**src/rtl/dmem_req.sv**
```systemverilog
// dmem_req: data-side bus initiator from EX to MEM; one SRAM-like transaction per memory op.
// Optional misaligned-access detection is built when DMEM_ALIGN_CHECK_EN is defined.
module dmem_req (
    input  logic        clk,
    input  logic        rst_n,
    input  logic [7:0]  ex_memop_i,
    input  logic [31:0] ex_memaddr_i,
    input  logic [31:0] ex_storedata_i,
    input  logic        ex_flush_i,
    output logic        data_req,
    output logic        data_wr,
    output logic [1:0]  data_size,
    output logic [31:0] data_addr,
    output logic [3:0]  data_wstrb,
    output logic [31:0] data_wdata,
    input  logic        data_addr_ok,
    input  logic        data_data_ok,
    input  logic [31:0] data_rdata,
    output logic [31:0] mem_memdata_o,
    output logic [1:0]  mem_memaddr_low_o,
    output logic        dmem_stall_o,
    output logic        dm_adel_o,
    output logic        dm_ades_o
);
    localparam logic [1:0] IDLE = 2'd0, REQ = 2'd1, WAIT = 2'd2, DONE = 2'd3;

    logic [1:0]  state, state_n;
    logic        kill, kill_eff, is_half, is_word, is_store, misalign, acc, launch, resp;
    logic [1:0]  size_n;
    logic [3:0]  wstrb_n;
    logic [31:0] wdata_n;

    assign is_half  = ex_memop_i[2] | ex_memop_i[3] | ex_memop_i[6];
    assign is_word  = ex_memop_i[4] | ex_memop_i[7];
    assign is_store = |ex_memop_i[7:5];

`ifdef DMEM_ALIGN_CHECK_EN
    assign misalign = (is_half & ex_memaddr_i[0]) | (is_word & (ex_memaddr_i[1:0] != 2'b00));

    // one-cycle address-error pulse for a misaligned op seen while idle
    always_ff @(posedge clk or negedge rst_n) begin
        if (!rst_n) begin
            dm_adel_o <= 1'b0;
            dm_ades_o <= 1'b0;
        end else begin
            dm_adel_o <= (state == IDLE) & ~ex_flush_i & misalign & ~is_store;
            dm_ades_o <= (state == IDLE) & ~ex_flush_i & misalign & is_store;
        end
    end
`else
    assign misalign  = 1'b0;
    assign dm_adel_o = 1'b0;
    assign dm_ades_o = 1'b0;
`endif

    assign acc          = (ex_memop_i != 8'd0) & ~ex_flush_i & ~misalign;
    assign launch       = (state == IDLE) & acc;
    assign kill_eff     = kill | ex_flush_i;
    assign resp         = (((state == REQ) & data_addr_ok) | (state == WAIT)) & data_data_ok;
    assign dmem_stall_o = launch | (state == REQ) | (state == WAIT);

    // request fields derived from the EX-stage op, address and store value
    always_comb begin
        size_n  = is_word ? 2'd2 : is_half ? 2'd1 : 2'd0;
        wstrb_n = ex_memop_i[5] ? (4'b0001 << ex_memaddr_i[1:0]) :
                  ex_memop_i[6] ? (ex_memaddr_i[1] ? 4'b1100 : 4'b0011) :
                  ex_memop_i[7] ? 4'b1111 : 4'b0000;
        wdata_n = ex_memop_i[5] ? {4{ex_storedata_i[7:0]}} :
                  ex_memop_i[6] ? {2{ex_storedata_i[15:0]}} : ex_storedata_i;
    end

    // a killed access returns straight to IDLE so the pipeline never sees a DONE for it
    always_comb begin
        state_n = (state == IDLE) ? (acc ? REQ : IDLE) :
                  (state == REQ)  ? (data_addr_ok ? (data_data_ok ? (kill_eff ? IDLE : DONE) : WAIT) : REQ) :
                  (state == WAIT) ? (data_data_ok ? (kill_eff ? IDLE : DONE) : WAIT) : IDLE;
    end

    // FSM, kill flag and registered bus request; fields are frozen once a request leaves IDLE
    always_ff @(posedge clk or negedge rst_n) begin
        if (!rst_n) begin
            state      <= IDLE;
            kill       <= 1'b0;
            data_req   <= 1'b0;
            data_wr    <= 1'b0;
            data_size  <= 2'd0;
            data_addr  <= 32'd0;
            data_wstrb <= 4'd0;
            data_wdata <= 32'd0;
        end else begin
            state    <= state_n;
            kill     <= ((state_n == REQ) | (state_n == WAIT)) & kill_eff;
            data_req <= state_n == REQ;
            if (launch) begin
                data_wr    <= is_store;
                data_size  <= size_n;
                data_addr  <= ex_memaddr_i;
                data_wstrb <= wstrb_n;
                data_wdata <= wdata_n;
            end
        end
    end

    // capture the read word and address low bits on completion of a live access
    always_ff @(posedge clk or negedge rst_n) begin
        if (!rst_n) begin
            mem_memdata_o     <= 32'd0;
            mem_memaddr_low_o <= 2'd0;
        end else if (resp & ~kill_eff) begin
            mem_memdata_o     <= data_rdata;
            mem_memaddr_low_o <= data_addr[1:0];
        end
    end
endmodule

```
**config.mk**
```make
export PLATFORM = sky130hd
export DESIGN_NAME = dmem_req
export DESIGN_NICKNAME = d
export VERILOG_FILES = /design/src/rtl/dmem_req.sv
export SDC_FILE = /design/constraint.sdc
export NUM_CORES = 1
export LEC_CHECK = 0
export CAP_MARGIN = 40
export CELL_PAD_IN_SITES_DETAIL_PLACEMENT = 0
export CELL_PAD_IN_SITES_GLOBAL_PLACEMENT = 1
export CORE_ASPECT_RATIO = 1.4
export CORE_UTILIZATION = 33
export CTS_CLUSTER_DIAMETER = 30
export CTS_CLUSTER_SIZE = 30
export DETAILED_ROUTE_END_ITERATION = 8
export PLACE_DENSITY = 0.93
export SLEW_MARGIN = 20
export SYNTH_ARGS = -nofsm -noshare
export SYNTH_HDL_FRONTEND = slang
export SYNTH_SLANG_ARGS = --single-unit
```
**constraint.sdc**
```tcl
create_clock -name clk -period 3.65 [get_ports clk]
set_input_delay 1.095 -clock clk [delete_from_list [all_inputs] [get_ports clk]]
set_output_delay 1.095 -clock clk [all_outputs]
set_load 0.05 [all_outputs]
```
==> metrics.md <==
| Metric | Value |
|---|---|
| Run status | `completed` |
| Final net count | `753` |
| Average wire per cell in the routed design | `15.3 um` |
| Part of the cycle the worst path needs | `97.5%` |
| Sequential cell area | `0.00273 sq mm` |
| Leakage power | `3.32 nW` |
| Count of unique library cells instantiated by Yosys | `32` |
| Maximum fanout count along the critical path | `4` |
| Netlist area before placement | `0.00471 sq mm` |
| Register area share after synthesis | `57.9%` |
| Max-slew headroom | `58.6%` |
| Nature of the critical path endpoint | `primary output` |
| Number of storage elements in the synthesis netlist | `109` |
| Post-CTS sizing | `0` |
| Gate Count Post-Synth | `430` |
| Yosys top cell area share | `57.9%` |
| Worst hold path class | `flip-flop to flip-flop` |
| Number of warning messages in the yosys log | `0` |
| Layout overhead on the synthesized area | `56.6%` |
| Initial core utilization | `33.9%` |
| Root buffer selected by CTS | `sky130_fd_sc_hd__clkbuf_16` |
| Die area | `0.0148 sq mm` |
| Vias in the first global route | `3983` |
| Power density over the cells | `1030 mW/mm^2` |
| EDFF count, synth | `0` |
| DPL Wire Length | `9.85 mm` |
| Vias after detailed routing | `3831` |
| Total global routing overflow | `0` |
| Fillers | `1289` |
| Total number of placement rows | `51` |
| Top cells by area in the synthesized netlist | `sky130_fd_sc_hd__dfrtp_1 58%, sky130_fd_sc_hd__nand2_1 12%, sky130_fd_sc_hd__mux2_1 8.1%` |
| Max stage delay cell, worst path | `sky130_fd_sc_hd__clkdlybuf4s50_1` |
| Clock latency at the later pin of the worst-skew pair | `0.34 ns` |
| Number of buffers inserted for hold repair after clock tree synthesis | `0` |
| Peak ir drop on the vdd network | `0.567 mV` |
| Fraction of the core area covered by cells at the end of the flow | `53.1%` |
| Most instantiated flip-flop cell in the synthesis netlist | `sky130_fd_sc_hd__dfrtp_1` |
| Startpoint Class | `input pin` |
| Max-capacitance violation count | `0` |
| Deepest level of the CTS H-tree | `3` |
| Total count of hold-check failures in the final report | `0` |
| Placed cell areas | `0.00702 sq mm` |
| Starting DRT DRC Count | `124` |
| Die width | `103 um` |
| Setup Viol. Count Final | `0` |
| Post-route setup TNS | `0 ns` |
| DRC viols | `0` |
| Ranking of synthesized cells by instance count | `152 x sky130_fd_sc_hd__nand2_1, 109 x sky130_fd_sc_hd__dfrtp_1, 34 x sky130_fd_sc_hd__mux2_1, 26 x sky130_fd_sc_hd__o21ai_2, 24 x sky130_fd_sc_hd__mux2i_1` |
| Via density | `4.60` |
| Post-layout instance count excluding filler cells | `833` |
| Setup repair after global routing missed its margin | `false` |
| Biggest cell delay along the critical path | `0.46 ns` |
| Final weighted congestion in routability-driven placement | `0.757` |
| Layout Cell Area excl Fill | `0.00738 sq mm` |
| Tightest Pin Transition | `0.621 ns` |
| TritonCTS sink count | `109` |
| Cell type contributing the most total cell area after synthesis | `sky130_fd_sc_hd__dfrtp_1` |
| Bufs on Longest Clock Path | `2` |
| Multi-input combinational cell area | `0.00177 sq mm` |
| # diodes | `0` |
| Setup Crit Path Kind | `input pin to primary output` |
| Pin count of the biggest net entering global routing | `72` |
| # IOs | `218` |
| Post-Syn Area per Cell | `11.0 sq um` |
| Final Routed Wirelength | `12.7 mm` |
| Tmin final | `3.56 ns` |
| Remaining antenna violation count after routing | `0` |
| Tot GR Track Use | `17.6%` |
| Most numerous cell in the Yosys netlist | `sky130_fd_sc_hd__nand2_1` |
| Area of the placeable core | `0.0139 sq mm` |
| Clock-pin slew on the worst setup and hold paths | `0.07 ns` |
| Largest delay contributor family on the critical path | `buffers and inverters` |
| Die H | `143 um` |
| Pins Over Slew Limit | `0` |
| First-pass GRT wire length | `19.7 mm` |
| Required time at the worst-slack endpoint | `2.55 ns` |
| Asr flop ratio synth | `100%` |
| Share of post-route cells with drive strength above 1 | `9.72%` |
| Number of cells in the design after placement | `816` |
| Postcts setup bufs | `0` |
| Peak clock frequency supported by timing | `281 MHz` |
| Arr. time, crit path | `2.46 ns` |
| Worst Path Buf+Inv | `2` |
| Initial antenna violation count | `0` |
| Port Buf Inserts | `215` |
| Iteration count of the initial detailed-routing pass | `6` |
| Number of clock buffers inserted by TritonCTS | `9` |
| Clock Skew | `0.00865 ns` |
| Cell Chain, Critical Path | `clkdlybuf4s50_1 > or3_1 > a31o_4 > nand2_1 > buf_4` |
| TritonCTS clock tree | `done` |
[state kept, by name, indices dropped and copies added (netlist names)]
signal             cells
data_req               1
state                  2
data_wr                1
data_wdata            32
kill                   1
data_addr             32
data_wstrb             4
mem_memdata_o         32
mem_memaddr_low_o      2
data_size              2
[worst register-to-register path, cell delays in order (launching register included)]
cell and delay [ns]:
sky130_fd_sc_hd__dfrtp_1 0.40, sky130_fd_sc_hd__or3_1 0.39, sky130_fd_sc_hd__a31o_4 0.22, sky130_fd_sc_hd__buf_4 0.22, sky130_fd_sc_hd__buf_4 0.23, sky130_fd_sc_hd__buf_16 0.22, sky130_fd_sc_hd__nand2_1 0.18, sky130_fd_sc_hd__o21ai_2 0.06
[layer usage]
layer  vias up  global-route usage [%]  part of all wire, %
li1       1843                       -                    -
met1      1838                    18.7                   36
met2       139                    31.8                   53
met3        11                    5.79                  8.7
met4         0                    6.23                  1.8
met5         -                       0                    0
[through the flow]
| stage | power [mW] | setup WS (ns) | hold slack [ns] |
|---|---|---|---|
| floorplan | 5.02 | 0.255 | 0.466 |
| global placement | 6.47 | 0.0946 | 0.459 |
| detailed placement | 6.58 | 0.0258 | 0.462 |
| CTS | 7.67 | 0.0900 | 0.480 |
| global route | 8.00 | 0.0337 | 0.501 |
| finish | 7.60 | 0.0923 | 0.473 |
[cells by family after synthesis]
kind of cell	count (synthesis)	share of synthesized area (%)
AO/OA/AOI/OAI	52	8.12
AND/OR/NAND/NOR	178	15.2
other	1	0.0795
multiplexers	58	13.2
flip-flops	109	57.9
adder cells (fa/ha/maj)	1	0.265
buffers and inverters	31	5.25
[area by class of cell]
class / count / share of cell area [%]
Clock inverter: 7 / 1.44
Tap cell: 185 / 3.14
Timing Repair Buffer: 228 / 31.2
Sequential cell: 109 / 36.9
Inverter: 4 / 0.203
Multi-Input combinational cell: 291 / 24.0
Clock buffer: 9 / 3.05
[layout by cell type (no fill, tap or decap), types with 2 or more instances in the layout]
master	instances
sky130_fd_sc_hd__clkdlybuf4s50_1	213
sky130_fd_sc_hd__nand2_1	152
sky130_fd_sc_hd__dfrtp_1	109
sky130_fd_sc_hd__mux2_1	34
sky130_fd_sc_hd__o21ai_2	26
sky130_fd_sc_hd__mux2i_1	24
sky130_fd_sc_hd__nor2_1	13
sky130_fd_sc_hd__buf_4	11
sky130_fd_sc_hd__a21oi_1	10
sky130_fd_sc_hd__clkbuf_16	9
sky130_fd_sc_hd__o21ai_1	5
sky130_fd_sc_hd__nand2b_1	4
sky130_fd_sc_hd__inv_1	4
sky130_fd_sc_hd__a31oi_1	3
sky130_fd_sc_hd__clkinv_4	3
sky130_fd_sc_hd__buf_12	3
sky130_fd_sc_hd__o21ai_0	2
sky130_fd_sc_hd__conb_1	2
sky130_fd_sc_hd__bufinv_16	2
[final timing paths]
kind,start,to,slack (ns),depth (start not counted)
setup / recovery,ex_flush_i,dmem_stall_o,0.09,5
hold / removal,data_addr[14]$_DFFE_PN0P_,data_addr[14]$_DFFE_PN0P_,0.47,2
setup reg to reg,state[1]$_DFF_PN0_,data_wstrb[1]$_DFFE_PN0P_,1.62,7
hold reg to reg,data_addr[14]$_DFFE_PN0P_,data_addr[14]$_DFFE_PN0P_,0.47,2
max in group asynchronous,rst_n,mem_memdata_o[25]$_DFFE_PN0P_,2.36,2
min in group asynchronous,rst_n,mem_memdata_o[24]$_DFFE_PN0P_,0.70,1
[power breakdown]
group / switching (mW) / internal (mW)
combinational: 2.96 / 1.48
sequential: 0.307 / 1.79
clock: 0.449 / 0.613
Power figures use the tool's default switching activity.
